--- src/rtl/wisc_pkg.sv ---
// Shared ALU opcode, branch-condition and flag-index definitions for the WISC
// execute stage, plus the flag-register update rule.
package wisc_pkg;

  typedef enum logic [2:0] {
    OP_ADD  = 3'b000,
    OP_SUB  = 3'b001,
    OP_NAND = 3'b010,
    OP_XOR  = 3'b011,
    OP_INC  = 3'b100,
    OP_SRA  = 3'b101,
    OP_SRL  = 3'b110,
    OP_SLL  = 3'b111
  } alu_op_e;

  typedef enum logic [2:0] {
    CC_NEQ    = 3'b000,
    CC_EQ     = 3'b001,
    CC_GT     = 3'b010,
    CC_LT     = 3'b011,
    CC_GTE    = 3'b100,
    CC_LTE    = 3'b101,
    CC_OVFL   = 3'b110,
    CC_UNCOND = 3'b111
  } cond_e;

  localparam int FLAG_Z = 2;
  localparam int FLAG_V = 1;
  localparam int FLAG_N = 0;

  // Arithmetic ops own all three flags, logic ops only Z, shifts none.
  function automatic logic [2:0] next_flags(alu_op_e op, logic [2:0] cur,
                                            logic [2:0] alu_flags);
    logic [2:0] nf;
    nf = cur;
    case (op)
      OP_ADD, OP_SUB, OP_INC: nf = alu_flags;
      OP_NAND, OP_XOR: begin
        nf         = 3'b000;
        nf[FLAG_Z] = alu_flags[FLAG_Z];
      end
      default: nf = cur;
    endcase
    return nf;
  endfunction

endpackage

--- src/rtl/branch_cond.sv ---
// Combinational branch resolver: evaluates a condition code against Z/V/N.
module branch_cond
  import wisc_pkg::*;
(
  input  logic [2:0] cond,
  input  logic [2:0] flags,
  output logic       taken
);

  logic w_z, w_v, w_n;

  assign w_z = flags[FLAG_Z];
  assign w_v = flags[FLAG_V];
  assign w_n = flags[FLAG_N];

  always_comb begin
    // NOTE: combinational outputs get a default first so no path infers a latch.
    taken = 1'b0;
    case (cond_e'(cond))
      CC_NEQ:    taken = !w_z;
      CC_EQ:     taken = w_z;
      CC_GT:     taken = !w_z && !w_n;
      CC_LT:     taken = w_n;
      CC_GTE:    taken = !w_n;
      CC_LTE:    taken = w_n || w_z;
      CC_OVFL:   taken = w_v;
      CC_UNCOND: taken = 1'b1;
      default:   taken = 1'b0;
    endcase
  end

endmodule

--- src/rtl/ex_capture.sv ---
// Execute-stage capture: 2-entry skid buffer between the ALU and writeback that
// also owns the architectural flag register and resolves branches on entry.
module ex_capture
  import wisc_pkg::*;
#(
  parameter int DATA_W = 16,
  parameter int REG_W  = 4
) (
  input  logic              clk,
  input  logic              rst_n,
  input  logic              in_valid,
  output logic              in_ready,
  input  logic [2:0]        in_control,
  input  logic [DATA_W-1:0] in_result,
  input  logic [2:0]        in_flags,
  input  logic              in_is_branch,
  input  logic [2:0]        in_cond,
  input  logic [REG_W-1:0]  in_dst,
  input  logic              in_wr_en,
  input  logic              flush,
  output logic              out_valid,
  input  logic              out_ready,
  output logic [DATA_W-1:0] out_result,
  output logic [REG_W-1:0]  out_dst,
  output logic              out_wr_en,
  output logic              out_taken,
  output logic [2:0]        flag_reg
);

  logic              r_out_valid, r_skid_valid, r_in_ready;
  logic [DATA_W-1:0] r_out_result, r_skid_result;
  logic [REG_W-1:0]  r_out_dst, r_skid_dst;
  logic              r_out_wr_en, r_skid_wr_en;
  logic              r_out_taken, r_skid_taken;
  logic [2:0]        r_flag;

  logic w_in_fire, w_out_free, w_br_taken, w_taken, w_wr_en;
  logic w_out_valid_nxt, w_skid_valid_nxt;
  logic w_out_from_skid, w_out_from_in, w_load_skid;

  assign w_in_fire  = in_valid && r_in_ready;
  assign w_out_free = !r_out_valid || out_ready;

  // Branches see the flags as left by every earlier accepted entry.
  branch_cond u_branch_cond (
    .cond  (in_cond),
    .flags (r_flag),
    .taken (w_br_taken)
  );

  assign w_taken = in_is_branch && w_br_taken;
  assign w_wr_en = in_wr_en && !in_is_branch;

  always_comb begin
    w_out_valid_nxt  = r_out_valid;
    w_skid_valid_nxt = r_skid_valid;
    w_out_from_skid  = 1'b0;
    w_out_from_in    = 1'b0;
    w_load_skid      = 1'b0;
    if (flush) begin
      w_out_valid_nxt  = 1'b0;
      w_skid_valid_nxt = 1'b0;
    end else if (w_out_free) begin
      if (r_skid_valid) begin
        // in_ready is low whenever skid is full, so no input competes here.
        w_out_from_skid  = 1'b1;
        w_out_valid_nxt  = 1'b1;
        w_skid_valid_nxt = 1'b0;
      end else begin
        w_out_from_in   = w_in_fire;
        w_out_valid_nxt = w_in_fire;
      end
    end else if (w_in_fire) begin
      w_load_skid      = 1'b1;
      w_skid_valid_nxt = 1'b1;
    end
  end

  always_ff @(posedge clk or negedge rst_n) begin
    if (!rst_n) begin
      r_out_valid  <= 1'b0;
      r_skid_valid <= 1'b0;
      r_in_ready   <= 1'b0;
    end else begin
      // NOTE: sequential state uses non-blocking assignment so every register samples pre-edge values.
      r_out_valid  <= w_out_valid_nxt;
      r_skid_valid <= w_skid_valid_nxt;
      r_in_ready   <= !w_skid_valid_nxt;
    end
  end

  always_ff @(posedge clk or negedge rst_n) begin
    if (!rst_n) begin
      r_flag <= 3'b000;
    end else if (w_in_fire && !flush && !in_is_branch) begin
      r_flag <= next_flags(alu_op_e'(in_control), r_flag, in_flags);
    end
  end

  always_ff @(posedge clk or negedge rst_n) begin
    if (!rst_n) begin
      r_out_result <= '0;
      r_out_dst    <= '0;
      r_out_wr_en  <= 1'b0;
      r_out_taken  <= 1'b0;
    end else if (w_out_from_skid) begin
      r_out_result <= r_skid_result;
      r_out_dst    <= r_skid_dst;
      r_out_wr_en  <= r_skid_wr_en;
      r_out_taken  <= r_skid_taken;
    end else if (w_out_from_in) begin
      r_out_result <= in_result;
      r_out_dst    <= in_dst;
      r_out_wr_en  <= w_wr_en;
      r_out_taken  <= w_taken;
    end
  end

  // NOTE: skid payload has no reset; r_skid_valid alone qualifies it.
  always_ff @(posedge clk) begin
    if (w_load_skid) begin
      r_skid_result <= in_result;
      r_skid_dst    <= in_dst;
      r_skid_wr_en  <= w_wr_en;
      r_skid_taken  <= w_taken;
    end
  end

  assign in_ready   = r_in_ready;
  assign out_valid  = r_out_valid;
  assign out_result = r_out_result;
  assign out_dst    = r_out_dst;
  assign out_wr_en  = r_out_wr_en;
  assign out_taken  = r_out_taken;
  assign flag_reg   = r_flag;

endmodule

--- config.mk ---
export PLATFORM = sky130hd
export DESIGN_NAME = ex_capture
export DESIGN_NICKNAME = d
export VERILOG_FILES = /design/src/rtl/wisc_pkg.sv /design/src/rtl/branch_cond.sv /design/src/rtl/ex_capture.sv
export SDC_FILE = /design/constraint.sdc
export NUM_CORES = 1
export LEC_CHECK = 0
export BUFFER_PORTS_ARGS = -buffer_cell sky130_fd_sc_hd__buf_2
export CORE_UTILIZATION = 40
export DETAILED_ROUTE_END_ITERATION = 6
export PLACE_DENSITY = 0.76
export REMOVE_ABC_BUFFERS = 1
export SLEW_MARGIN = 20
export SYNTH_ARGS = -nofsm -noshare
export SYNTH_HDL_FRONTEND = slang
export SYNTH_SLANG_ARGS = --single-unit
--- constraint.sdc ---
create_clock -name clk -period 2.4 [get_ports clk]
set_clock_uncertainty 0.1 [all_clocks]
set_input_delay 0.24 -clock clk [delete_from_list [all_inputs] [get_ports clk]]
set_output_delay 0.24 -clock clk [all_outputs]
set_load 0.01 [all_outputs]
# After elaboration in Yosys (flattened, before gate mapping)
# Cells that the tools add are included.
[totals]
ff_bits = 50
input_bits = 36
out_inout_bits = 27
wordCells = 70
[classes]
eq_ne = 11
mux = 25
n_reduce_logical = 22
[op_table]
columns = ["op", "n"]
rows = [
  ["16-bit two-way mux", 2],
  ["1-bit two-way mux", 19],
  ["3-bit == test, second input constant", 5],
  ["3-bit by 2-bit == test with 1-bit output, second input constant", 4],
  ["4-bit two-way mux", 2],
  ["1-bit one-hot mux with 8 select lines", 1],
  ["3-bit by 1-bit == test with 1-bit output, second input constant", 2],
  ["1-bit logical AND", 6],
  ["1-bit zero test", 6],
  ["3-bit zero test", 2],
  ["3-bit one-hot mux with 2 select lines", 1],
  ["2-bit nonzero test", 3],
  ["3-bit OR reduction", 1],
  ["1-bit logical OR", 2],
  ["2-bit AND reduction", 1],
  ["2-bit OR reduction", 1],
]

# Longest topological paths before layout
[logic_depth]
word_depth = 6
depth_mapped = 5
ltp_nobuf = 4

# Cells and area by module
# From an unflattened synthesis, not the netlist that was laid out.
[hier_totals]
cells_unflattened = 126
area_unflattened_um2 = 2104.5
[modules_own_cells]
columns = ["mod", "instances", "cells_per_inst", "area_per_inst_um2", "seq_area_each_um2"]
rows = [
  ["ex_capture", 1, 116, 2016.9, 1361.3],
  ["branch_cond", 1, 10, 87.6, 0.0],
]

# Least setup slack after synthesis
# No wires, ideal clock.
[synth_timing]
kind = "reg-to-reg"
from = "register r_in_ready, in the netlist in_ready"
to = "register r_skid_dst[0], enable pin"
setup_ns = 0.401
t_arrival_ns = 1.475
required_ns = 1.899
path_slack_ns = 0.424
stages_incl_launch_ff = 3
n_path_buf = 0
synth_period_minus_slack_ns = 1.976
path_cell_list = "dfrtp_1 > nand3b_1 > nor2_1"
[synth_between]
elab_chain_len = 4
[synth_lines]
columns = ["element", "line_no", "text"]
rows = [
  ["start: declaration", "ex_capture.sv:30", "logic r_out_valid, r_skid_valid, r_in_ready;"],
  ["start signal: assignment", "ex_capture.sv:88", "r_in_ready <= !w_skid_valid_nxt;"],
  ["1-bit logical AND", "ex_capture.sv:41", "assign w_in_fire = in_valid && r_in_ready;"],
  ["1-bit two-way mux", "ex_capture.sv:73", "end else if (w_in_fire) begin"],
  ["1-bit two-way mux", "ex_capture.sv:63", "end else if (w_out_free) begin"],
  ["1-bit two-way mux", "ex_capture.sv:60", "if (flush) begin"],
  ["named net w_load_skid", "ex_capture.sv:39", "logic w_out_from_skid, w_out_from_in, w_load_skid;"],
  ["end signal: assignment", "ex_capture.sv:123", "r_skid_dst <= in_dst;"],
  ["end: declaration", "ex_capture.sv:32", "logic [REG_W-1:0] r_out_dst, r_skid_dst;"],
]
# The timed path passes the listed nets, and every way through them passes these cells.
# A chain may end at the register's enable or synchronous reset.

# Final worst setup path
[layout_timing]
from = "register r_out_valid, in the netlist out_valid"
to = "register r_out_taken, in the netlist out_taken"
[layout_between]
elab_chain_len = 5
word_cells_on_any_way = 8
classes_between = "mux: 5; reduce/logical: 3"
[layout_lines]
columns = ["element", "line_no", "text"]
rows = [
  ["start: declaration", "ex_capture.sv:30", ""],
  ["start signal: assignment", "ex_capture.sv:86", "r_out_valid <= w_out_valid_nxt;"],
  ["1-bit zero test *", "ex_capture.sv:42", "assign w_out_free = !r_out_valid || out_ready;"],
  ["1-bit logical OR *", "ex_capture.sv:42", ""],
  ["1-bit two-way mux", "ex_capture.sv:63", ""],
  ["1-bit two-way mux", "ex_capture.sv:60", ""],
  ["1-bit two-way mux or 2-bit nonzero test (tied branches)", "--", ""],
  ["end signal: assignment", "ex_capture.sv:110", "r_out_taken <= r_skid_taken;"],
  ["end signal: assignment", "ex_capture.sv:115", "r_out_taken <= w_taken;"],
  ["end: declaration", "ex_capture.sv:34", "logic r_out_taken, r_skid_taken;"],
]
# Mark *: on every way between the ends. The rest lies on a longest branch, timed or not.

==> flow_metrics.py <==
metrics = {
    "logic_synthesis": {
        "ys_types": 26,
        "synth_seq_cells": 50,
        "ys_seq_area_share_pct": 66.1,
        "yosysTopAreaCell": "dfrtp_1",
        "syn_inst": 156,
        "yosysTopAreaCellShare_pct": 34.0,
        "synth.cell_area_sq_um": 2060,
        "synth_area_leaders": "dfrtp_1 (34%), edfxtp_1 (32%), mux2i_1 (11%)",
        "yosysWarnings": 0,
        "avgSynthCellArea_sq_um": 13.2,
    },
    "power": {
        "seqPwrFrac_pct": 56.3,
        "p_sw_share_pct": 25.9,
        "switchingPower_uw": 473,
        "p_leak_uw": 0.00103,
        "p_comb_share_pct": 16.8,
        "power_density_nw_per_um2": 717,
        "internal_power_uw": 1350,
        "ir_drop_mv": 0.359,
        "pwr-share-clk_pct": 26.8,
    },
    "grt": {
        "grt-ovfl-total": 0,
        "antenna_found_initial": 0,
        "grt_pass1_vias": 1313,
        "globalRouteTotalUtil_pct": 14.8,
        "grt_pass1_wl_mm": 5.96,
        "grt_max_degree": 46,
    },
    "detailed_routing": {
        "avgRoutedWirePerCell_um": 12.8,
        "drcViolationCount": 0,
        "ant_nets": 0,
        "drt_pass1_iterations": 4,
        "via_count": 1380,
        "drt_iter0_drc": 25,
        "wl_mm": 3.72,
        "via_per_inst": 4.74,
    },
    "timing": {
        "setup_violations": 0,
        "layout_setup_ws_ns": 0.743,
        "rsz0062_at_grt": "no",
        "fin_crit_sh_pct": 69.0,
        "fin_tns_setup_ns": 0,
        "tightest_slew_ns": 0.674,
        "drv_slew": 0,
        "hold_viol": 0,
        "max_clock_freq_mhz": 603,
        "maxSlewHeadroom_pct": 55.1,
        "period_needed_ns": 1.66,
    },
    "layout": {
        "antenna-diode-count": 0,
        "drive_above_1_share_pct": 35.3,
        "fin_nets": 259,
        "area_growth_pct": 23.6,
    },
    "job": {
        "cap_violations": 0,
    },
    "floorplanning": {
        "std_cell_rows": 25,
        "io-pin-count": 63,
        "die_h_um": 73.8,
        "fp.dieW_um": 73.8,
        "dieArea_sq_um": 5440,
        "core_area_sq_um": 4850,
        "start_util_pct": 42.5,
    },
    "clocking": {
        "cts_max_level": 2,
        "clockBufferDepth": 2,
        "cts-root-buf": "clkbuf_8",
        "cts.clk_slew.worst_paths_ns": 0.09,
        "clock_latency_ns": 0.30,
        "tritoncts": "built",
        "cts_buffers": 5,
        "cts.sinks": 50,
    },
    "status": {
        "outcome": "finished, final reports clean",
    },
    "critical_path": {
        "worst_setup_path_end_kind": "flop",
        "cp.required_ns": 2.49,
        "critPathKind": "reg2reg",
        "start_kind": "flop",
        "cp_data_arrival_time_ns": 1.75,
        "cp_max_fo": 45,
    },
    "place": {
        "hpwlAfterDp_mm": 2.64,
        "portBuffers": 62,
        "pre_cts_ws_ns": 0.747,
        "routabilityCongestion": 0.658,
    },
    "min_path": {
        "hold_class": "in2reg",
    },
}
[layer usage]
layer | vias to the layer above | share of wire (%) | track usage [%]
met5 | - | 0 | 0
met4 | 0 | 1.8 | 7.05
met3 | 7 | 5.7 | 3.57
met2 | 48 | 47 | 25.1
met1 | 640 | 46 | 17.6
li1 | 685 | - | -
[power groups by stage]
stage / Sequential, uW / Clock [uW] / Combinational (uW)
after global placement: 1050 / 0 / 303
after detailed placement: 1050 / 0 / 312
after floorplan: 1080 / 0 / 120
after global routing: 1040 / 533 / 348
after CTS: 1030 / 508 / 314
final: 1030 / 490 / 308
[worst max-delay path: stages (launching register included)]
cell and delay (ns):
dfrtp_1 0.39, nor2b_4 0.15, nor3_4 0.15, buf_4 0.39, o21ai_1 0.13, o221a_1 0.24
[cells in the mapped netlist]
master / number
buf_2: 2
edfxtp_1: 22
o21ai_0: 1
a21oi_1: 23
o21ai_1: 2
nand2b_4: 1
inv_1: 4
a211oi_2: 1
a311oi_1: 1
nor2b_4: 1
mux2_2: 1
nor2_1: 24
o221a_1: 1
nor2b_1: 1
or3_1: 1
nor3_4: 1
buf_6: 2
nand3b_1: 1
a211oi_1: 1
nor2_4: 1
mux2_1: 1
buf_4: 2
nand2b_1: 4
mux2i_1: 23
dfrtp_1: 28
nand2_1: 6
[area by class of cell]
class | count | area (sq um)
Clock buffer | 7 | 86.3
Timing Repair Buffer | 66 | 355
Fill cell | 433 | 2300
Sequential cell | 50 | 1360
Clock inverter | 1 | 5.00
Inverter | 4 | 15.0
Multi-Input combinational cell | 96 | 638
Tap cell | 67 | 83.8
[worst paths after layout]
path	cells past startpoint	startpoint	end	slack, ns
min reg2reg	2	out_dst[3]	out_dst[3]	0.43
max	5	out_valid	out_taken	0.74
max in group asynchronous	2	rst_n	out_result[13]	1.35
min in group asynchronous	2	rst_n	flag_reg[1]	0.41
max reg2reg	5	out_valid	out_taken	0.74
min	1	in_result[6]	r_skid_result[6]	0.03
[cell usage in the layout, fill, tap and decap left out, types with 2 or more instances in the layout]
| cell type | Yosys | layout |
|---|---|---|
| buf_2 | 2 | 62 |
| inv_1 | 4 | 4 |
| dfrtp_1 | 28 | 28 |
| nor2_1 | 24 | 23 |
| mux2i_1 | 23 | 23 |
| a21oi_1 | 23 | 23 |
| clkbuf_8 | 0 | 6 |
| nand2_1 | 6 | 6 |
| o21ai_1 | 2 | 2 |
| nand2b_1 | 4 | 4 |
| edfxtp_1 | 22 | 22 |
| buf_4 | 2 | 2 |
[kinds of logic after synthesis]
kind of cell,count (synthesis),share of synthesized area (%)
multiplexers,25,12.3
flip-flops,50,66.1
AO/OA/AOI/OAI,30,8.26
buffers and inverters,10,3.04
AND/OR/NAND/NOR,41,10.3
[stage by stage]
| step | cells | hold slack (ns) | util (%) | cell area (sq um) | total power [uW] |
|---|---|---|---|---|---|
| 2_1_floorplan | 150 | -0.156 | - | 2010 | 1200 |
| 3_3_place_gp | 282 | 0.204 | 50.4 | 2440 | 1350 |
| 3_5_place_dp | 282 | 0.220 | 50.4 | 2440 | 1360 |
| 4_1_cts | 291 | 0.0218 | 52.5 | 2540 | 1850 |
| 5_1_grt | 291 | 0.0240 | 52.5 | 2540 | 1920 |
| 6_report | 291 | 0.0285 | 52.5 | 2540 | 1830 |
[what timing repair did]
action                                 in CTS  in global routing
endpoints found under the hold margin      28                  0
gates resized for setup                     0                  0
buffers inserted                            0                  0
hold buffers                                1                  0
(Power assumes the default switching activity.)
